File: src/rtl/mips_mem_pkg.sv
// Shared types for the unified MIPS memory port: arbiter states, owner encoding
// and default bus widths.
package mips_mem_pkg;

  localparam int ADDR_W_DEF = 32;
  localparam int DATA_W_DEF = 32;

  typedef enum logic [1:0] {
    ST_IDLE  = 2'd0,
    ST_FETCH = 2'd1,
    ST_DATA  = 2'd2
  } arb_state_e;

  typedef enum logic {
    OWN_IF = 1'b0,
    OWN_DM = 1'b1
  } owner_e;

endpackage

File: src/rtl/wait_timer.sv
// Wait counter for an outstanding memory access; expired is high on the edge
// at which the access has been outstanding for MAX_WAIT cycles.
module wait_timer #(
  parameter int MAX_WAIT = 15
) (
  input  logic clk,
  input  logic rst,
  input  logic clr,
  input  logic en,
  output logic expired
);

  logic [7:0] cnt_q, cnt_d;

  // Count starts at 0 on the grant edge, so the abort edge sees MAX_WAIT-1.
  assign expired = en && (cnt_q == 8'(MAX_WAIT - 1));

  always_comb begin
    cnt_d = cnt_q;
    if (clr) begin
      cnt_d = '0;
    end else if (en && !expired) begin
      cnt_d = cnt_q + 8'd1;
    end
  end

  always_ff @(posedge clk or posedge rst) begin
    if (rst) begin
      cnt_q <= '0;
    end else begin
      cnt_q <= cnt_d;
    end
  end

endmodule

File: src/rtl/mem_port_arbiter.sv
// Arbiter/sequencer for the single memory port shared by instruction fetch and
// data access; data wins, a watchdog aborts accesses memory never acknowledges.
module mem_port_arbiter
  import mips_mem_pkg::*;
#(
  parameter int ADDR_W   = ADDR_W_DEF,
  parameter int DATA_W   = DATA_W_DEF,
  parameter int MAX_WAIT = 15
) (
  input  logic              clk,
  input  logic              rst,
  input  logic              if_req,
  input  logic [ADDR_W-1:0] if_addr,
  output logic [DATA_W-1:0] if_rdata,
  output logic              if_ready,
  input  logic              dm_read,
  input  logic              dm_write,
  input  logic [ADDR_W-1:0] dm_addr,
  input  logic [DATA_W-1:0] dm_wdata,
  output logic [DATA_W-1:0] dm_rdata,
  output logic              dm_ready,
  output logic              mem_req,
  output logic              mem_we,
  output logic [ADDR_W-1:0] mem_addr,
  output logic [DATA_W-1:0] mem_wdata,
  input  logic [DATA_W-1:0] mem_rdata,
  input  logic              mem_ack,
  output logic              stall,
  output logic              timeout
);

  arb_state_e        state_q, state_d;
  logic              mem_req_q, mem_req_d;
  logic              mem_we_q, mem_we_d;
  logic [ADDR_W-1:0] mem_addr_q, mem_addr_d;
  logic [DATA_W-1:0] mem_wdata_q, mem_wdata_d;
  logic [DATA_W-1:0] if_rdata_q, if_rdata_d;
  logic [DATA_W-1:0] dm_rdata_q, dm_rdata_d;
  logic              if_ready_q, if_ready_d;
  logic              dm_ready_q, dm_ready_d;
  logic              timeout_q, timeout_d;
  logic [DATA_W-1:0] rdata_nxt;
  logic              tmr_clr, tmr_en, tmr_expired;
  owner_e            owner;

  assign owner  = (state_q == ST_DATA) ? OWN_DM : OWN_IF;
  assign tmr_en = (state_q != ST_IDLE) && !mem_ack;

  wait_timer #(.MAX_WAIT(MAX_WAIT)) u_wait_timer (
    .clk     (clk),
    .rst     (rst),
    .clr     (tmr_clr),
    .en      (tmr_en),
    .expired (tmr_expired)
  );

  always_comb begin
    state_d     = state_q;
    mem_req_d   = mem_req_q;
    mem_we_d    = mem_we_q;
    mem_addr_d  = mem_addr_q;
    mem_wdata_d = mem_wdata_q;
    if_rdata_d  = if_rdata_q;
    dm_rdata_d  = dm_rdata_q;
    if_ready_d  = 1'b0;
    dm_ready_d  = 1'b0;
    timeout_d   = timeout_q;
    tmr_clr     = 1'b0;
    rdata_nxt   = mem_rdata;
    unique case (state_q)
      ST_IDLE: begin
        // A simultaneous read+write is issued as a write since mem_we follows dm_write.
        if (dm_read || dm_write) begin
          state_d     = ST_DATA;
          mem_req_d   = 1'b1;
          mem_we_d    = dm_write;
          mem_addr_d  = dm_addr;
          mem_wdata_d = dm_wdata;
          tmr_clr     = 1'b1;
        end else if (if_req) begin
          state_d     = ST_FETCH;
          mem_req_d   = 1'b1;
          mem_we_d    = 1'b0;
          mem_addr_d  = if_addr;
          mem_wdata_d = dm_wdata;
          tmr_clr     = 1'b1;
        end
      end
      ST_FETCH, ST_DATA: begin
        // An ack on the abort edge wins, so timeout is only raised without ack.
        if (mem_ack || tmr_expired) begin
          state_d   = ST_IDLE;
          mem_req_d = 1'b0;
          rdata_nxt = mem_ack ? mem_rdata : '0;
          if (!mem_ack) begin
            timeout_d = 1'b1;
          end
          if (owner == OWN_DM) begin
            dm_ready_d = 1'b1;
            if (!mem_we_q || !mem_ack) begin
              dm_rdata_d = rdata_nxt;
            end
          end else begin
            if_ready_d = 1'b1;
            if_rdata_d = rdata_nxt;
          end
        end
      end
      default: begin
        state_d   = ST_IDLE;
        mem_req_d = 1'b0;
      end
    endcase
  end

  always_ff @(posedge clk or posedge rst) begin
    if (rst) begin
      state_q     <= ST_IDLE;
      mem_req_q   <= 1'b0;
      mem_we_q    <= 1'b0;
      mem_addr_q  <= '0;
      mem_wdata_q <= '0;
      if_rdata_q  <= '0;
      dm_rdata_q  <= '0;
      if_ready_q  <= 1'b0;
      dm_ready_q  <= 1'b0;
      timeout_q   <= 1'b0;
    end else begin
      state_q     <= state_d;
      mem_req_q   <= mem_req_d;
      mem_we_q    <= mem_we_d;
      mem_addr_q  <= mem_addr_d;
      mem_wdata_q <= mem_wdata_d;
      if_rdata_q  <= if_rdata_d;
      dm_rdata_q  <= dm_rdata_d;
      if_ready_q  <= if_ready_d;
      dm_ready_q  <= dm_ready_d;
      timeout_q   <= timeout_d;
    end
  end

  assign mem_req   = mem_req_q;
  assign mem_we    = mem_we_q;
  assign mem_addr  = mem_addr_q;
  assign mem_wdata = mem_wdata_q;
  assign if_rdata  = if_rdata_q;
  assign dm_rdata  = dm_rdata_q;
  assign if_ready  = if_ready_q;
  assign dm_ready  = dm_ready_q;
  assign timeout   = timeout_q;
  assign stall     = ((dm_read || dm_write) && !dm_ready_q) || (if_req && !if_ready_q);

endmodule
File: config.mk
export PLATFORM = sky130hd
export DESIGN_NAME = mem_port_arbiter
export DESIGN_NICKNAME = d
export VERILOG_FILES = /design/src/rtl/mips_mem_pkg.sv /design/src/rtl/wait_timer.sv /design/src/rtl/mem_port_arbiter.sv
export SDC_FILE = /design/constraint.sdc
export NUM_CORES = 1
export LEC_CHECK = 0
export CAP_MARGIN = 40
export CORE_MARGIN = 5
export CORE_UTILIZATION = 40
export CTS_BUF_LIST = sky130_fd_sc_hd__clkbuf_2 sky130_fd_sc_hd__clkbuf_4 sky130_fd_sc_hd__clkbuf_8
export DETAILED_ROUTE_END_ITERATION = 8
export PLACE_DENSITY = 0.86
export SLEW_MARGIN = 10
export SYNTH_ARGS = -nofsm -noshare
export SYNTH_HDL_FRONTEND = slang
export SYNTH_SLANG_ARGS = --single-unit
File: constraint.sdc
create_clock -name clk -period 7.5 [get_ports clk]
set_input_delay 1.125 -clock clk [delete_from_list [all_inputs] [get_ports clk]]
set_output_delay 1.125 -clock clk [all_outputs]
set_load 0.02 [all_outputs]
==> flow_summary.json <==
{
  "pin_count": 268,
  "maxSlewViolCount": 0,
  "root_buffer": "clkbuf_8",
  "power_frac_seq": 0.303,
  "tightest_slew_ps": 627,
  "cts_resized": 0,
  "p_leak_uw": 0.00414,
  "ctsHoldBuffers": 0,
  "num_antenna_cells": 0,
  "final_cell_area_um2": 9730,
  "synth-async-reset-ratio": 1.00,
  "utilization": 0.617,
  "drtIter0Drc": 263,
  "setup_viol": 0,
  "coreArea_um2": 15800,
  "nFillCells": 1284,
  "drc": 0,
  "end_kind": "output pin",
  "p_clk_frac": 0.170,
  "period_share": 0.500,
  "synth_cell_types": 44,
  "grt_use_total": 0.199,
  "die_h_um": 136,
  "cts_sinks": 143,
  "gp_congestion": 0.772,
  "clk_latency_ps": 430,
  "antenna_found_initial": 0,
  "cts_buffers": 17,
  "synth-main-ff-cell": "dfrtp_1",
  "crit_required_ps": 6380,
  "hp-class": "reg -> reg",
  "fin_crit_ps": 3750,
  "drt-total-wl_um": 18300,
  "vdd_drop_max_v": 0.000248,
  "cts.clk_slew.worst_paths_ps": 70,
  "dr.pass1.iters": 4,
  "switching_share": 0.382,
  "cts_tree": "built",
  "worstSetupStartpointType": "primary input",
  "fin_setup_tns_ps": 0,
  "placed_area_um2": 9240,
  "synth_area_um2": 6360,
  "synth_edf_count": 0,
  "worstPathArrival_ps": 2630,
  "ys_seq_area_frac": 0.562,
  "switchingPower_uw": 1700,
  "power.density_nw_per_um2": 456,
  "grt_pass1_wl_um": 29300,
  "cts_htree_levels": 4,
  "final_cells": 1033,
  "internal_power_uw": 2740,
  "drive_gt1_frac": 0.119,
  "pwr-share-comb": 0.526,
  "critPathKind": "in -> out",
  "avgSynthCellArea_um2": 11.7,
  "io_buffers": 267,
  "num_vias": 5285,
  "dieArea_um2": 18500,
  "post_drt_wl_per_cell_um": 17.7,
  "path_max_fanout": 4,
  "relSlewSlack": 0.582,
  "ys_seq_elements": 143,
  "ant_nets": 0,
  "post_cts_buffers": 0,
  "syn2layout_area_growth_pct": 53.0,
  "die_w_um": 136,
  "grt_pass1_vias": 5657,
  "dp_cells": 1001,
  "skew_ps": 12.3,
  "drv_cap": 0,
  "avgViaCountPerCell": 5.12,
  "dp_hpwl_um": 13000,
  "fin_nets": 942,
  "clock_path_buffers": 2,
  "grt_max_degree": 87,
  "hold_viol": 0,
  "mappedNetlistNets": 684,
  "synth_cells": 546,
  "start_util": 0.403,
  "yosys_warnings": 0,
  "rsz0062_at_grt": "false",
  "fmax_mhz": 266,
  "num_rows": 46,
  "grt_overflow_total": 0,
  "outcome": "completed"
}
## state kept, by name (all words and copies together) (netlist names)
signal / flops
dm_rdata: 32
if_rdata: 32
mem_addr: 32
mem_wdata: 32
u_wait_timer.cnt_q: 8
state_q: 2
dm_ready: 1
if_ready: 1
mem_req: 1
mem_we: 1
timeout: 1
## layer usage
| metal | part of all wire | GRT usage |
|---|---|---|
| met1 | 0.40 | 0.234 |
| met2 | 0.52 | 0.346 |
| met3 | 0.067 | 0.0648 |
| met4 | 0.016 | 0.0577 |
| met5 | 0 | 0 |
## logic make-up after synthesis
| kind of cell | after synthesis | share of synthesized area |
|---|---|---|
| adder cells (fa/ha/maj) | 4 | 0.00787 |
| buffers and inverters | 48 | 0.0366 |
| AND/OR/NAND/NOR | 102 | 0.0787 |
| flip-flops | 143 | 0.562 |
| AO/OA/AOI/OAI | 179 | 0.198 |
| multiplexers | 70 | 0.116 |
## power by group through the flow
stage,logic [µW],registers [µW],clock network [µW]
finish,2330,1350,756
global placement,2280,1340,0
global route,2510,1400,809
detailed placement,2360,1360,0
floorplan,949,1740,0
CTS,2360,1350,780
## synthesized netlist by cell type, types with 2 or more instances
| cell type | number | share of area |
|---|---|---|
| a21oi_1 | 3 | 0.0024 |
| o21ai_0 | 57 | 0.045 |
| nand2_1 | 73 | 0.043 |
| a221oi_1 | 2 | 0.0028 |
| nand2b_1 | 3 | 0.0030 |
| o211ai_1 | 2 | 0.0024 |
| ha_1 | 4 | 0.0079 |
| mux2i_1 | 38 | 0.060 |
| a21o_1 | 33 | 0.039 |
| nand3_1 | 3 | 0.0024 |
| buf_2 | 12 | 0.0094 |
| a31o_2 | 2 | 0.0028 |
| buf_6 | 4 | 0.0071 |
| o21ai_2 | 10 | 0.014 |
| clkbuf_1 | 20 | 0.012 |
| o22ai_1 | 2 | 0.0020 |
| a22o_1 | 33 | 0.045 |
| nor2b_1 | 2 | 0.0020 |
| a22oi_1 | 31 | 0.037 |
| dfrtp_1 | 143 | 0.56 |
| mux2_2 | 32 | 0.057 |
| and2_1 | 3 | 0.0030 |
| buf_1 | 2 | 0.0012 |
| nor2_1 | 4 | 0.0024 |
| buf_4 | 2 | 0.0024 |
| inv_1 | 8 | 0.0047 |
## through the flow
| stage | total power (µW) | setup slack, ps | hold WS (ps) |
|---|---|---|---|
| 6_report | 4440 | 3750 | 484 |
| 5_1_grt | 4710 | 3650 | 504 |
| 4_1_cts | 4490 | 3750 | 488 |
| 3_5_place_dp | 3710 | 3760 | 469 |
| 3_3_place_gp | 3610 | 3790 | 462 |
| 2_1_floorplan | 2690 | 2540 | 486 |
## worst paths after layout
path | from | endpoint | slack, ps | cells past startpoint
max in group asynchronous | rst | mem_wdata[25] | 5140 | 4
setup / recovery | if_req | stall | 3750 | 4
setup reg to reg | state_q[1] | dm_rdata[19] | 5270 | 6
hold reg to reg | mem_addr[0] | mem_addr[0] | 480 | 2
min in group asynchronous | rst | mem_wdata[30] | 1120 | 2
hold / removal | mem_addr[0] | mem_addr[0] | 480 | 2
## cell type report
cell class | count | area, µm² | area share
Sequential cell | 143 | 3580 | 0.368
Timing Repair Buffer | 279 | 2800 | 0.287
Multi-Input combinational cell | 355 | 2560 | 0.263
Tap cell | 216 | 270 | 0.0278
Clock buffer | 19 | 262 | 0.0269
Clock inverter | 13 | 233 | 0.0239
Inverter | 8 | 35.0 | 0.00360
## worst max-delay path, stage by stage
cell,delay (ps)
clkdlybuf4s50_1,590
inv_1,120
o22ai_1,170
clkdlybuf4s50_1,620
## cell usage in the layout (no fill, tap or decap), types with 3 or more instances in the layout
| cell | instances |
|---|---|
| mux2i_1 | 38 |
| dfrtp_1 | 143 |
| nand3_1 | 3 |
| a22o_1 | 33 |
| nor2_1 | 4 |
| a22oi_1 | 31 |
| o21ai_2 | 10 |
| and2_1 | 3 |
| inv_6 | 3 |
| inv_1 | 7 |
| o21ai_0 | 57 |
| clkbuf_8 | 19 |
| clkdlybuf4s50_1 | 267 |
| a21oi_1 | 3 |
| nand2b_1 | 3 |
| mux2_2 | 32 |
| a21o_1 | 33 |
| buf_4 | 10 |
| ha_1 | 4 |
| bufinv_16 | 6 |
| nand2_1 | 73 |
Power figures use the tool's default switching activity.
